**config.mk**
```make
export PLATFORM = sky130hd
export DESIGN_NAME = muldiv_unit_flat
export DESIGN_NICKNAME = d
export VERILOG_FILES = /design/src/rtl/muldiv_if.sv /design/src/rtl/muldiv_unit.sv /design/src/flat_wrapper.sv
export SDC_FILE = /design/constraint.sdc
export NUM_CORES = 1
export LEC_CHECK = 0
export BUFFER_PORTS_ARGS = -buffer_cell sky130_fd_sc_hd__clkbuf_2
export CAP_MARGIN = 15
export CORE_ASPECT_RATIO = 0.75
export CORE_MARGIN = 2
export CORE_UTILIZATION = 57
export CTS_CLUSTER_DIAMETER = 40
export DETAILED_ROUTE_END_ITERATION = 6
export PLACE_DENSITY = 0.79
export RECOVER_POWER = 100
export SLEW_MARGIN = 20
export SYNTH_ARGS = -nofsm -noshare
export SYNTH_HDL_FRONTEND = slang
export SYNTH_SLANG_ARGS = --single-unit
```
**constraint.sdc**
```tcl
create_clock -name clk -period 6.37 [get_ports clk]
set_input_delay 1.274 -clock clk [delete_from_list [all_inputs] [get_ports clk]]
set_output_delay 1.274 -clock clk [all_outputs]
set_load 0.005 [all_outputs]
```
**src/rtl/muldiv_if.sv**
```systemverilog
// muldiv_if: request/response bundle between the execute stage and the iterative
// RV32M multiply/divide unit.
//   start, funct3, rs1_data, rs2_data, rd_addr : request from the core (master)
//   busy, done, result, wt_addr, reg_write      : status and register file write port (slave)
interface muldiv_if;
  logic        start;
  logic [2:0]  funct3;
  logic [31:0] rs1_data;
  logic [31:0] rs2_data;
  logic [4:0]  rd_addr;
  logic        busy;
  logic        done;
  logic [31:0] result;
  logic [4:0]  wt_addr;
  logic        reg_write;

  modport master (
    output start, funct3, rs1_data, rs2_data, rd_addr,
    input  busy, done, result, wt_addr, reg_write
  );

  modport slave (
    input  start, funct3, rs1_data, rs2_data, rd_addr,
    output busy, done, result, wt_addr, reg_write
  );
endinterface

```
**src/rtl/muldiv_unit.sv**
```systemverilog
// muldiv_unit: iterative RV32M multiply/divide unit. Works on operand magnitudes
// (shift-add multiply, restoring divide, one bit per cycle) and applies sign
// correction in a final FIX cycle. The result is written back through a one-cycle
// register file write strobe.
//   clk  : clock, rising edge
//   rst  : asynchronous active-high reset
//   bus  : muldiv_if.slave (start/funct3/operands/rd_addr in; busy/done/result/
//          wt_addr/reg_write out)
//   EARLY_OUT : 1 = divide-by-zero completes in one cycle without entering CALC
module muldiv_unit #(
  parameter bit EARLY_OUT = 1'b1
) (
  input logic     clk,
  input logic     rst,
  muldiv_if.slave bus
);

  typedef enum logic [1:0] {StIdle, StCalc, StFix, StDone} state_e;

  state_e      r_state, w_state_next;
  logic [2:0]  r_op;
  logic [4:0]  r_rd;
  logic [4:0]  r_wt_addr;
  logic [31:0] r_a_mag;
  logic [31:0] r_b_mag;
  logic        r_a_neg;
  logic        r_b_neg;
  logic        r_load;   // first CALC cycle seeds the accumulator
  logic [4:0]  r_cnt;
  logic [63:0] r_acc;    // {hi/remainder, lo/quotient}
  logic [31:0] r_result;

  logic        w_accept, w_a_neg, w_b_neg, w_early;
  logic [31:0] w_a_mag, w_b_mag, w_early_result;

  always_comb begin
    w_accept = bus.start && (r_state == StIdle || r_state == StDone);
    w_a_neg  = bus.rs1_data[31] && (bus.funct3 == 3'd1 || bus.funct3 == 3'd2 ||
                                     bus.funct3 == 3'd4 || bus.funct3 == 3'd6);
    w_b_neg  = bus.rs2_data[31] && (bus.funct3 == 3'd1 || bus.funct3 == 3'd4 ||
                                     bus.funct3 == 3'd6);
    // -0x80000000 wraps to 0x80000000, which is the correct unsigned magnitude 2^31
    w_a_mag  = w_a_neg ? (32'd0 - bus.rs1_data) : bus.rs1_data;
    w_b_mag  = w_b_neg ? (32'd0 - bus.rs2_data) : bus.rs2_data;
    w_early  = EARLY_OUT && bus.funct3[2] && (bus.rs2_data == 32'd0);
    // funct3[1] separates REM/REMU from DIV/DIVU
    w_early_result = bus.funct3[1] ? bus.rs1_data : 32'hFFFF_FFFF;
  end

  // One iteration of each algorithm
  logic [32:0] w_mul_sum;
  logic [63:0] w_mul_next;
  logic [32:0] w_div_shift;
  logic [32:0] w_div_trial;
  logic        w_div_ge;
  logic [63:0] w_div_next;

  always_comb begin
    w_mul_sum   = {1'b0, r_acc[63:32]} + (r_acc[0] ? {1'b0, r_b_mag} : 33'd0);
    w_mul_next  = {w_mul_sum, r_acc[31:1]};
    w_div_shift = {r_acc[63:32], r_acc[31]};
    w_div_trial = w_div_shift - {1'b0, r_b_mag};
    // A set top bit means the shifted remainder already exceeds any 32-bit divisor
    w_div_ge    = w_div_shift[32] || !w_div_trial[32];
    w_div_next  = w_div_ge ? {w_div_trial[31:0], r_acc[30:0], 1'b1}
                           : {w_div_shift[31:0], r_acc[30:0], 1'b0};
  end

  // Sign correction and output select
  logic [63:0] w_prod;
  logic [31:0] w_quo, w_rem, w_a_orig, w_fix_result;
  logic        w_div0;

  always_comb begin
    w_prod   = (r_a_neg ^ r_b_neg) ? (64'd0 - r_acc) : r_acc;
    w_quo    = (r_a_neg ^ r_b_neg) ? (32'd0 - r_acc[31:0]) : r_acc[31:0];
    w_rem    = r_a_neg ? (32'd0 - r_acc[63:32]) : r_acc[63:32];
    w_a_orig = r_a_neg ? (32'd0 - r_a_mag) : r_a_mag;
    w_div0   = (r_b_mag == 32'd0);
    case (r_op)
      3'd0:                w_fix_result = w_prod[31:0];
      3'd1, 3'd2, 3'd3:    w_fix_result = w_prod[63:32];
      3'd4, 3'd5:          w_fix_result = w_div0 ? 32'hFFFF_FFFF : w_quo;
      default:             w_fix_result = w_div0 ? w_a_orig : w_rem;
    endcase
  end

  // FSM: state register
  always_ff @(posedge clk or posedge rst) begin
    if (rst) r_state <= StIdle;
    else     r_state <= w_state_next;
  end

  // FSM: next state
  always_comb begin
    w_state_next = r_state;
    unique case (r_state)
      StIdle:  if (w_accept) w_state_next = w_early ? StDone : StCalc;
      StCalc:  if (!r_load && r_cnt == 5'd31) w_state_next = StFix;
      StFix:   w_state_next = StDone;
      StDone:  w_state_next = w_accept ? (w_early ? StDone : StCalc) : StIdle;
      default: w_state_next = StIdle;
    endcase
  end

  // FSM: outputs
  always_comb begin
    bus.busy      = (r_state == StCalc) || (r_state == StFix);
    bus.done      = (r_state == StDone);
    bus.reg_write = (r_state == StDone) && (r_wt_addr != 5'd0);
    bus.result    = r_result;
    bus.wt_addr   = r_wt_addr;
  end

  // Datapath
  always_ff @(posedge clk or posedge rst) begin
    if (rst) begin
      r_op      <= 3'd0;
      r_rd      <= 5'd0;
      r_wt_addr <= 5'd0;
      r_a_mag   <= 32'd0;
      r_b_mag   <= 32'd0;
      r_a_neg   <= 1'b0;
      r_b_neg   <= 1'b0;
      r_load    <= 1'b0;
      r_cnt     <= 5'd0;
      r_acc     <= 64'd0;
      r_result  <= 32'd0;
    end else if (w_accept) begin
      r_op    <= bus.funct3;
      r_rd    <= bus.rd_addr;
      r_a_mag <= w_a_mag;
      r_b_mag <= w_b_mag;
      r_a_neg <= w_a_neg;
      r_b_neg <= w_b_neg;
      r_load  <= 1'b1;
      r_cnt   <= 5'd0;
      if (w_early) begin
        r_result  <= w_early_result;
        r_wt_addr <= bus.rd_addr;
      end
    end else if (r_state == StCalc) begin
      if (r_load) begin
        // Both algorithms start from {0, operand A}
        r_acc  <= {32'd0, r_a_mag};
        r_load <= 1'b0;
      end else begin
        r_acc <= r_op[2] ? w_div_next : w_mul_next;
        r_cnt <= r_cnt + 5'd1;
      end
    end else if (r_state == StFix) begin
      r_result  <= w_fix_result;
      r_wt_addr <= r_rd;
    end
  end

endmodule

```
**src/flat_wrapper.sv**
```systemverilog
// flat-port wrapper written by rule: the top's interface ports become plain ports
module muldiv_unit_flat 
#(
  parameter bit EARLY_OUT = 1'b1
)
  (clk, rst, bus_start, bus_funct3, bus_rs1_data, bus_rs2_data, bus_rd_addr, bus_busy, bus_done, bus_result, bus_wt_addr, bus_reg_write);
  muldiv_if bus_i ();
  input logic clk;
  input logic rst;
  input wire logic [$bits(bus_i.start)-1:0] bus_start;
  input wire logic [$bits(bus_i.funct3)-1:0] bus_funct3;
  input wire logic [$bits(bus_i.rs1_data)-1:0] bus_rs1_data;
  input wire logic [$bits(bus_i.rs2_data)-1:0] bus_rs2_data;
  input wire logic [$bits(bus_i.rd_addr)-1:0] bus_rd_addr;
  output wire logic [$bits(bus_i.busy)-1:0] bus_busy;
  output wire logic [$bits(bus_i.done)-1:0] bus_done;
  output wire logic [$bits(bus_i.result)-1:0] bus_result;
  output wire logic [$bits(bus_i.wt_addr)-1:0] bus_wt_addr;
  output wire logic [$bits(bus_i.reg_write)-1:0] bus_reg_write;
  assign bus_i.start = bus_start;
  assign bus_i.funct3 = bus_funct3;
  assign bus_i.rs1_data = bus_rs1_data;
  assign bus_i.rs2_data = bus_rs2_data;
  assign bus_i.rd_addr = bus_rd_addr;
  assign bus_busy = bus_i.busy;
  assign bus_done = bus_i.done;
  assign bus_result = bus_i.result;
  assign bus_wt_addr = bus_i.wt_addr;
  assign bus_reg_write = bus_i.reg_write;
  muldiv_unit #(.EARLY_OUT(EARLY_OUT)) u_core (.clk(clk), .rst(rst), .bus(bus_i));
endmodule
```
* Word-level counts from Yosys, hierarchy flattened
Cells that the tools add are included.
** Word-level totals
- Bits of input ports :: 75
- Flip-flop bits (word level) :: 183
- Word-level logic and storage cells :: 102
- Output and inout bits :: 40
- Memory bits (read-only) :: 0
- Latch bits :: 0
- Memories :: 0
- Bits in writable memories :: 0
** Operators by class
- Reductions and logical operators :: 29
- Shift-type cells :: 0
- $mul :: 0
- Div/mod/pow operators :: 0
- Magnitude comparators :: 0
- Eq/ne operators :: 18
- Add/sub/neg operators :: 9
- Mux-type cells :: 32
- Bitwise logic cells :: 2
** Operators by type and width (count)
- $mux W32 :: 13
- $mux W64 :: 4
- $sub A1 B32 Y32 const A :: 5
- $pmux W32 S3 :: 1
- $logic_not A32 Y1 :: 2
- $sub A1 B64 Y64 const A :: 1
- $mux W5 :: 7
- $add A32 B33 Y33 :: 1
- $sub A33 B32 Y33 :: 1
- $eq A3 B3 Y1 const B :: 4
- $eq A3 B2 Y1 const B :: 3
- $logic_or A1 B1 Y1 :: 8
- $mux W2 :: 4
- $pmux W2 S4 :: 1
- $eq A3 B1 Y1 const B :: 2
- $logic_and A1 B1 Y1 :: 6
- $ne A2 B1 Y1 const B :: 3
- $reduce_and A2 Y1 :: 3
- $add A5 B1 Y5 const B :: 1
- $eq A5 B5 Y1 const B :: 1
- $reduce_bool A5 Y1 :: 1
- $eq A2 B2 Y1 const B :: 2
- $ne A2 B2 Y1 const B :: 2
- $reduce_bool A2 Y1 :: 2
- other kinds (10) :: 12

* Logic depth before layout (Yosys ltp)
- Depth in word-level cells :: 7
- Mapped depth :: 14
- Depth with buffers taken out :: 13

* Least setup slack after synthesis
No wires, ideal clock.
- Path kind :: input port to flip-flop
- From :: in bus_rs1_data[8]
- To :: reg u_core.r_a_mag[30]
- Cell stages on the path :: 8
- Buffers on the path :: 0
- Path slack :: 2.868 ns
- Arrival :: 3.369 ns
- Cells stage by stage :: or4_4 -> or4_4 -> or2_1 -> or3_1 -> and4bb_2 -> a21oi_1 -> xnor2_1 -> o21ai_0
** Between the ends
- Word-level cells in the longest chain between the ends :: 2
** Ends and longest elaborated chain
- start: declaration :: line flat_wrapper.sv:12 : input wire logic [$bits(bus_i.rs1_data)-1:0] bus_rs1_data;
- $sub A1 B32 Y32 :: line muldiv_unit.sv:43 : w_a_mag = w_a_neg ? (32'd0 - bus.rs1_data) : bus.rs1_data;
- $mux W32 :: line muldiv_unit.sv:43
- end signal: assignment :: line muldiv_unit.sv:132 : r_a_mag <= w_a_mag;
- end: declaration :: line muldiv_unit.sv:24 : logic [31:0] r_a_mag;
Every way passes these cells.
A chain may end at the register's enable or synchronous reset.

* Final worst setup path
- From :: reg u_core.r_acc[31]
- To :: reg u_core.r_acc[36]
** Between the ends
- Word-level cells in the longest chain between the ends :: 6
** Ends and longest elaborated chain
- start: declaration :: line muldiv_unit.sv:30 : logic [63:0] r_acc;
- start signal: assignment :: line muldiv_unit.sv:145 : r_acc <= {32'd0, r_a_mag};
- start signal: assignment :: line muldiv_unit.sv:148 : r_acc <= r_op[2] ? w_div_next : w_mul_next;
- $sub A33 B32 Y33 (*) :: line muldiv_unit.sv:62 : w_div_trial = w_div_shift - {1'b0, r_b_mag};
- $logic_not A1 Y1 :: line muldiv_unit.sv:64 : w_div_ge = w_div_shift[32] || !w_div_trial[32];
- $logic_or A1 B1 Y1 :: line muldiv_unit.sv:64
- $mux W64 (*) :: line muldiv_unit.sv:65 : w_div_next = w_div_ge ? {w_div_trial[31:0], r_acc[30:0], 1'b1}
- $mux W64 (*) :: line muldiv_unit.sv:148
- $mux W64 (*) :: line muldiv_unit.sv:143 : if (r_load) begin
Every way passes the cells marked *; elsewhere a longest branch is shown, timed or not.

==> flow_metrics.env <==
export IMPL_hold_violations=0
export IMPL_fin_util=0.6190
export IMPL_fin_setup_tns_ps=0
export IMPL_rows=54
export IMPL_synth_sequential_area_ratio=0.2754
export IMPL_die_h_um=151.9
export IMPL_async_flop_share=1.000
export IMPL_stdcell_area_sq_um=17900
export IMPL_synth_edf_count=0
export IMPL_path_class="reg -> reg"
export IMPL_setup_ws_ps=1073
export IMPL_synth_cell_types=79
export IMPL_clock_skew_ps=14.32
export IMPL_cellLeakagePower_nw=7.636
export IMPL_post_cts_buffers=0
export IMPL_post_place_ws_ps=1750
export IMPL_dpl_cell_area_sq_um=17380
export IMPL_grt_max_degree=98
export IMPL_io_pins=115
export IMPL_clock_latency_ps=470
export IMPL_max_freq_ghz=0.1888
export IMPL_fin_crit_sh=0.8316
export IMPL_initial_core_util=0.5750
export IMPL_hpwlAfterDp_um=40020
export IMPL_cts_root_buf="clkbuf_16"
export IMPL_path_delay_family="compound AO/OA/AOI/OAI gates"
export IMPL_routabilityCongestion=0.9707
export IMPL_critical_path_required_ps=6730
export IMPL_dr_first_iter_drc_count=1969
export IMPL_dieArea_sq_um=30570
export IMPL_post_cts_resized=0
export IMPL_grt_pass1_wl_um=85570
export IMPL_cp_start_kind="flop"
export IMPL_synth_main_ff_cell="dfrtp_1"
export IMPL_syn_to_final_growth_pct=7.653
export IMPL_post_route_min_period_ps=5297
export IMPL_cts_hold_buf=0
export IMPL_power_density_nw_per_um2=589.1
export IMPL_layout_common_cells="nand2_1 (255), o21ai_0 (217), dfrtp_1 (181)"
export IMPL_postSynthAreaPerCell_sq_um=7.925
export IMPL_finalMaxSlewViolations=297
export IMPL_cts_buffers=17
export IMPL_grt_pass1_vias=15513
export IMPL_portBuffers=114
export IMPL_via_per_inst=6.546
export IMPL_crit_chain="inv_1 > ha_1 > fa_1 > nor2b_1 > o31ai_1 > a31oi_1 > o2111ai_1 > o211ai_1 > a31oi_2 > buf_4 > mux2i_1 > a21oi_1 > a22o_1"
export IMPL_ant_nets=0
export IMPL_critPathArrivalTime_ps=5660
export IMPL_status="finished, violations left"
export IMPL_rsz0062_at_grt="false"
export IMPL_htree_levels=4
export IMPL_end_kind="flop"
export IMPL_antenna_found_initial=0
export IMPL_syn_area_sq_um=16630
export IMPL_first_pass_iters=6
export IMPL_violations="capacitance limit, slew limit"
export IMPL_peakVddDrop_uv=496.7
export IMPL_power_mw=10.54
export IMPL_cpPeakStageDelay_ps=1520
export IMPL_clk_pin_slew_ps=80
export IMPL_final_common_cell="nand2_1"
export IMPL_ys_warn_count=0
export IMPL_cts_tree="yes"
export IMPL_cp_slowest_cell="a31oi_2"
export IMPL_core_area_sq_um=28920
export IMPL_grt_overflow=0
export IMPL_post_place_cells=2486
export IMPL_clockBufferDepth=2
export IMPL_drc=0
export IMPL_cp_max_fo=30
export IMPL_drive_above_1_share=0.1044
export IMPL_cts_sinks=183
export IMPL_antennaDiodeCount=0
export IMPL_holdWs_ps=470.4
export IMPL_synth_cells=2098
export IMPL_worst_path_buf_inv=2
export IMPL_hp_class="reg -> reg"
export IMPL_wirelength_um=53580
export IMPL_synth_seq_cells=183
export IMPL_max_slew_margin=-1.451
export IMPL_max_slew_worst_pin_slew_ps=3676
export IMPL_layout_cells_non_filler=2518
export IMPL_dieWidth_um=201.2
export IMPL_maxCapViolations=6
export IMPL_vias=16484
export IMPL_grt_use_total=0.3500
export IMPL_fin_nets=2266
export IMPL_synth_nets=2251
export IMPL_setup_viol=0
export IMPL_routedWlPerCell_um=21.28
==> worst paths after layout <==
check	start	endpoint	slack, ps	depth (start not counted)
min in group asynchronous	rst	u_core.r_a_mag[28]	2140	2
setup reg to reg	u_core.r_acc[31]	u_core.r_acc[36]	1070	13
setup / recovery	u_core.r_acc[31]	u_core.r_acc[36]	1070	13
hold / removal	u_core.r_rd[1]	u_core.r_rd[1]	470	2
hold reg to reg	u_core.r_rd[1]	u_core.r_rd[1]	470	2
max in group asynchronous	rst	u_core.r_a_neg	1860	2
==> registers in the layout (all words and copies together), names as in the netlist <==
| name | cells |
|---|---|
| u_core.r_b_neg | 1 |
| u_core.r_b_mag | 32 |
| u_core.r_a_mag | 32 |
| u_core.r_a_neg | 1 |
| u_core.r_cnt | 5 |
| u_core.r_load | 1 |
| u_core.r_op | 3 |
| u_core.bus.wt_addr | 5 |
| u_core.r_rd | 5 |
| u_core.r_acc | 64 |
| u_core.bus.result | 32 |
| u_core.r_state | 2 |
==> logic make-up after synthesis <==
logic type,share of synthesized area
mux,0.05832
xor+xnor,0.1222
buf+inv,0.04982
simple gates,0.1867
compound gates,0.2480
fa+ha+maj,0.05960
flops,0.2754
==> layer usage <==
layer / GRT usage / wire length (um) / vias to the layer above
met1: 0.5156 / 24290 / 7930
met5: 0 / 0 / -
met4: 0.1148 / 1398 / 0
li1: - / - / 7584
met2: 0.5106 / 22570 / 857
met3: 0.07422 / 5325 / 113
==> tightest hold or removal path, cell delays in order (launching register included) <==
cell and delay, ps:
dfrtp_1 330, nand2_1 40, nand2_1 70
==> power by group <==
group	leakage (nW)	internal, mW	total [mW]	switching, mW
registers	2.30	1.68	2.48	0.804
logic	5.04	2.75	6.95	4.20
clock network	0.296	0.569	1.11	0.545
==> synthesized netlist by cell type, types with 10 or more instances <==
cell,n,area (sq um)
a21oi_1,145,725.7
nand4_1,12,75.07
ha_1,76,950.9
o22ai_1,16,100.1
clkbuf_1,123,461.7
mux2_2,37,416.7
nand3_1,22,110.1
nor2_1,170,638.1
xnor2_1,127,1112
a211oi_1,27,202.7
o211ai_1,13,97.59
o21a_1,16,120.1
or4_1,11,82.58
o31ai_1,37,277.8
xor2_1,105,919.6
a221o_1,12,120.1
dfrtp_1,183,4579
or3_1,13,81.33
nor2b_1,21,131.4
o21ai_0,216,1081
nand2_1,255,957.2
inv_1,74,277.8
mux2i_1,53,530.5
a31oi_1,24,150.1
a21o_1,27,202.7
or2_2,10,62.56
nand2b_1,21,131.4
nor4_1,29,181.4
o41ai_1,18,157.7
nor3_1,29,145.1
o221ai_1,14,122.6
==> cell type report <==
type	count	area [sq um]
clock buffers	18	439.2
clock inverters	14	162.7
fillers	2703	11020
inverters	75	281.5
multi-input cells	1700	11250
flip-flops and latches	183	4582
well taps	392	490.5
repair buffers	136	689.4
(Power assumes the default switching activity.)
